===== src/rtl/updi_baud_ctrl.sv =====
// UPDI bit-timing generator: bit/mid ticks, glitch-free divisor changes, phase resync and bit-time waits.
// Ticks and acks are registered one cycle after the edge that causes them; no backpressure (pure pulses).
module updi_baud_ctrl #(
  parameter int CNT_W       = 16,
  parameter int DEFAULT_DIV = 10
) (
  input  logic             clk_in,
  input  logic             rst,
  input  logic             enable,
  input  logic [CNT_W-1:0] div_in,
  input  logic             div_load,
  input  logic             resync,
  input  logic             wait_start,
  input  logic [7:0]       wait_bits,
  output logic             bit_tick,
  output logic             mid_tick,
  output logic             cfg_ack,
  output logic             running,
  output logic             wait_busy,
  output logic             wait_done,
  output logic [CNT_W-1:0] div_active
);

  typedef enum logic {IDLE, RUN} state_t;

  localparam logic [CNT_W-1:0] ONE     = CNT_W'(1);
  localparam logic [CNT_W-1:0] TWO     = CNT_W'(2);
  localparam logic [CNT_W-1:0] DEF_DIV = CNT_W'(DEFAULT_DIV);

  state_t           state;
  logic [CNT_W-1:0] cnt;
  logic [CNT_W-1:0] pend_div;
  logic             pend_vld;
  logic [7:0]       remaining;

  logic             wrap;
  logic             mid_hit;
  logic [CNT_W-1:0] div_req;

  function automatic logic [CNT_W-1:0] clamp_div(input logic [CNT_W-1:0] d);
    return (d < TWO) ? TWO : d;
  endfunction

  assign div_req = clamp_div(div_in);
  assign wrap    = (cnt == div_active - ONE);
  assign mid_hit = (cnt == (div_active >> 1) - ONE);

  always_ff @(posedge clk_in) begin
    if (rst) begin
      state      <= IDLE;
      cnt        <= '0;
      pend_div   <= '0;
      pend_vld   <= 1'b0;
      remaining  <= '0;
      div_active <= DEF_DIV;
      bit_tick   <= 1'b0;
      mid_tick   <= 1'b0;
      cfg_ack    <= 1'b0;
      running    <= 1'b0;
      wait_busy  <= 1'b0;
      wait_done  <= 1'b0;
    end else begin
      bit_tick  <= 1'b0;
      mid_tick  <= 1'b0;
      cfg_ack   <= 1'b0;
      wait_done <= 1'b0;

      case (state)
        IDLE: begin
          cnt       <= '0;
          wait_busy <= 1'b0;
          // No bit timing to protect: a fresh request supersedes any held one.
          if (div_load) begin
            div_active <= div_req;
            cfg_ack    <= 1'b1;
            pend_vld   <= 1'b0;
          end
          if (enable) begin
            state   <= RUN;
            running <= 1'b1;
          end
        end

        RUN: begin
          if (!enable) begin
            // Leaving RUN aborts any wait silently but keeps a pending divisor.
            state     <= IDLE;
            running   <= 1'b0;
            cnt       <= '0;
            wait_busy <= 1'b0;
            if (div_load) begin
              pend_div <= div_req;
              pend_vld <= 1'b1;
            end
          end else begin
            if (resync || wrap) begin
              cnt <= '0;
              if (div_load) begin
                div_active <= div_req;
                cfg_ack    <= 1'b1;
                pend_vld   <= 1'b0;
              end else if (pend_vld) begin
                div_active <= pend_div;
                cfg_ack    <= 1'b1;
                pend_vld   <= 1'b0;
              end
            end else begin
              cnt <= cnt + ONE;
              if (div_load) begin
                pend_div <= div_req;
                pend_vld <= 1'b1;
              end
            end

            // Resync realigns the phase, so the boundary it lands on is not a real bit edge.
            if (!resync) begin
              bit_tick <= wrap;
              mid_tick <= mid_hit;
            end

            if (wait_busy) begin
              if (wrap && !resync) begin
                if (remaining == 8'd1) begin
                  wait_busy <= 1'b0;
                  wait_done <= 1'b1;
                  remaining <= '0;
                end else begin
                  remaining <= remaining - 8'd1;
                end
              end
            end else if (wait_start) begin
              remaining <= wait_bits;
              if (wait_bits == 8'd0) wait_done <= 1'b1;
              else                   wait_busy <= 1'b1;
            end
          end
        end

        default: state <= IDLE;
      endcase
    end
  end

endmodule


===== config.mk =====
export PLATFORM = sky130hd
export DESIGN_NAME = updi_baud_ctrl
export DESIGN_NICKNAME = d
export VERILOG_FILES = /design/src/rtl/updi_baud_ctrl.sv
export SDC_FILE = /design/constraint.sdc
export NUM_CORES = 1
export LEC_CHECK = 0
export CORE_ASPECT_RATIO = 1.2
export CORE_UTILIZATION = 57
export DETAILED_ROUTE_END_ITERATION = 16
export PLACE_DENSITY_LB_ADDON = 0.08
export SLEW_MARGIN = 20
export SYNTH_ARGS = -nofsm -noshare
export SYNTH_HDL_FRONTEND = slang
export SYNTH_SLANG_ARGS = --single-unit

===== constraint.sdc =====
create_clock -name clk_in -period 3.8 [get_ports clk_in]
set_clock_uncertainty 0.05 [all_clocks]
set_input_delay 0.57 -clock clk_in [delete_from_list [all_inputs] [get_ports clk_in]]
set_output_delay 0.57 -clock clk_in [all_outputs]
set_load 0.03 [all_outputs]

==> reports/metrics.yaml <==
outcome:
  status: "complete, no violations"
die:
  core_mm2: 0.007317
  die-area_mm2: 0.007940
  die_w_um: 81.51
  dieHeight_um: 97.41
  io_pins: 52
  start_util: 0.5910
  placementRows: 34
grt:
  grt_max_degree: 62
  grt_pass1_vias: 3697
  track_usage: 0.2809
  grt_first_pass_wirelength_um: 17350
  grt_overflow_total: 0
  grt_antenna_before_repair: 0
yosys:
  yosys.cell_count.top_type: "dfxtp_1"
  netlist_area_mm2: 0.004324
  ys_seq_area_frac: 0.2963
  yosysTopAreaCell: "dfxtp_1"
  avgSynthCellArea_um2: 8.205
  synth_top_area_frac: 0.2963
  synth_fp_nets: 564
  synth_edf_count: 0
  synth_ff_type: "dfxtp_1"
  yosys_warnings: 0
  syn_inst: 527
  async_reset_ff_frac: 0
  netlist_top_cells_count: "dfxtp_1 (64), o21ai_0 (43), nor2_1 (33)"
  ys_ff_latch: 64
  synth_cell_types: 62
  synth_area_leaders: "dfxtp_1 (30%), xor2_1 (5.9%), xnor2_1 (5.7%)"
place:
  pre_cts_ws_ns: 0.3250
  dp_hpwl_um: 7570
  place.gp.congestion: 0.8642
  port_buffers: 51
timing:
  slew_violations: 0
  worst_pin_slew_ns: 1.040
  fin_setup_tns_ns: 0
  slew_headroom: 0.3068
  rsz0062_at_grt: "no"
  max_freq_mhz: 289.4
  hold_viol_final: 0
  period_needed_ns: 3.455
  setup_slack_ns: 0.3451
  finalSetupViolations: 0
  period_share: 0.9092
pwr:
  p_per_area_mw_per_mm2: 334.8
  power_frac_seq: 0.445
  p_sw_frac: 0.3065
  power_frac_clock: 0.350
  pwr-share-comb: 0.205
  p_leak_nw: 1.841
  p_sw_uw: 508.8
  p_int_mw: 1.151
  ir_drop_uv: 223.9
critical_path:
  r2r-start: "div_active[1]"
  crit_path_cell_trace: "inv_1, ha_1, or4b_1, o31a_1, o32ai_2, mux2i_4, o22ai_1, nor3_1, a211oi_1"
  cp.required_ns: 4.01
  critPathArrivalTime_ns: 3.66
  cpPeakStageDelay_ns: 0.81
  critPathTopFamily: "compound AO/OA/AOI/OAI gates"
  cp_slowest_cell: "o22ai_1"
  startpoint_type: "flop"
  crit_fanout: 16
  r2r_slack_ns: 0.35
  rr_endpoint: "pend_div[1]"
  endpoint_kind: "flop"
  r2r_cells: 9
  path_buf_inv: 1
  worstSetupPathType: "reg -> reg"
  cp.depth: 9
cts:
  cts_resized: 0
  cts.clk_slew.worst_paths_ns: 0.08
  clock_sink_count: 64
  hold_buffers: 0
  tritoncts: "yes"
  clock-root-buffer: "clkbuf_8"
  clk_path_buf_depth: 2
  cts_made_buffers: 9
  cts_setup_buffers: 0
  clock_latency_ns: 0.35
  htreeDepth: 3
final_layout:
  n_antenna_cell: 0
  final.fill_count: 642
  drive_gt1_frac: 0.08273
  area.growth.synth_to_final_pct: 14.67
  layout.nets: 588
  seq_area_mm2: 0.001281
  multi_input_area_mm2: 0.002785
run:
  maxCapViolations: 0
drt:
  vias: 3847
  post-route-drc-count: 0
  totalWireLength_um: 10390
  firstDrtPassIters: 4
  drt-initial-drc-count: 190
  via_per_inst: 5.955
  postRouteAntennaNets: 0
  wire_per_inst_um: 16.09
min_path:
  holdPathEnd: "pend_div[10]"
  min_path_cells: 2
  hp-class: "reg -> reg"
  min-delay-start: "pend_div[10]"
tightest hold or removal path, stage by stage (launching register included):
cell      delay (ns)
dfxtp_1         0.31
nand2b_1        0.07
o21ai_1         0.05
how the worst max path moves through the flow:
stage	start	to	slack (ns)
after detailed placement	div_active[1]	pend_div[1]	0.33
after CTS	div_active[1]	pend_div[1]	0.30
final	div_active[1]	pend_div[1]	0.35
after floorplan	div_active[2]	remaining[6]	0.69
after global placement	div_active[2]	pend_div[1]	0.45
after global routing	div_active[1]	pend_div[13]	0.04
layer usage:
| metal | routed length (µm) | up-vias | global-route usage |
|---|---|---|---|
| met2 | 5121 | 88 | 0.4564 |
| met1 | 4610 | 1805 | 0.3481 |
| met4 | 300 | 0 | 0.1360 |
| met3 | 361 | 24 | 0.05164 |
| li1 | - | 1930 | - |
| met5 | 0 | - | 0 |
placed cells by master, fill, tap and decap left out, drive strengths merged, types with 3 or more instances in the layout:
cell and n:
ha 7, nand3 17, nand2 21, or3 13, a21oi 25, nor3b 5, o31ai 5, clkbuf 10
nand2b 18, a31oi 6, a311oi 3, mux2i 20, nand4 8, mux2 3, o21ai 45, dfxtp 64
nor3 24, clkdlybuf4s50 50, xnor2 28, a211oi 11, or2 5, buf 5, nor2 33, and3 12
clkinv 3, nor4b 4, or4 3, nor4 15, nor2b 23, xor2 29, inv 15, and4 3
stage by stage:
stage | power [mW] | instances | hold WS [ns] | area [µm²] | util
2_1_floorplan | 0.9857 | 527 | 0.3900 | 4324 | -
3_3_place_gp | 1.085 | 630 | 0.4016 | 4771 | 0.6520
3_5_place_dp | 1.091 | 630 | 0.4074 | 4771 | 0.6520
4_1_cts | 1.664 | 646 | 0.4202 | 4959 | 0.6777
5_1_grt | 1.737 | 646 | 0.4501 | 4959 | 0.6777
6_report | 1.660 | 646 | 0.4194 | 4959 | 0.6777
area by class of cell:
type / count / share of cell area
clock inverters: 6 / 0.01211
clock buffers: 10 / 0.02574
well taps: 90 / 0.02271
multi-input cells: 406 / 0.5617
inverters: 15 / 0.01136
flip-flops and latches: 64 / 0.2584
repair buffers: 55 / 0.1080
registers in the layout (all words and copies together) (netlist names):
name	flops
cfg_ack	1
pend_div	16
wait_done	1
wait_busy	1
div_active	16
bit_tick	1
mid_tick	1
cnt	16
remaining	8
running	1
state	1
pend_vld	1
power by group through the flow:
| stage | logic, mW | registers [mW] | clock network [mW] |
|---|---|---|---|
| final | 0.341 | 0.739 | 0.581 |
| after global routing | 0.372 | 0.744 | 0.622 |
| after CTS | 0.340 | 0.738 | 0.585 |
| after detailed placement | 0.338 | 0.754 | 0 |
| after global placement | 0.332 | 0.753 | 0 |
| after floorplan | 0.229 | 0.757 | 0 |
logic make-up after synthesis:
kind of cell,after synthesis,share of synthesized area
adder cells (fa/ha/maj),7,0.02025
XOR/XNOR,57,0.1155
multiplexers,23,0.05700
buffers and inverters,57,0.05960
AO/OA/AOI/OAI,112,0.1716
AND/OR/NAND/NOR,207,0.2798
flip-flops,64,0.2963
(Power assumes the default switching activity.)
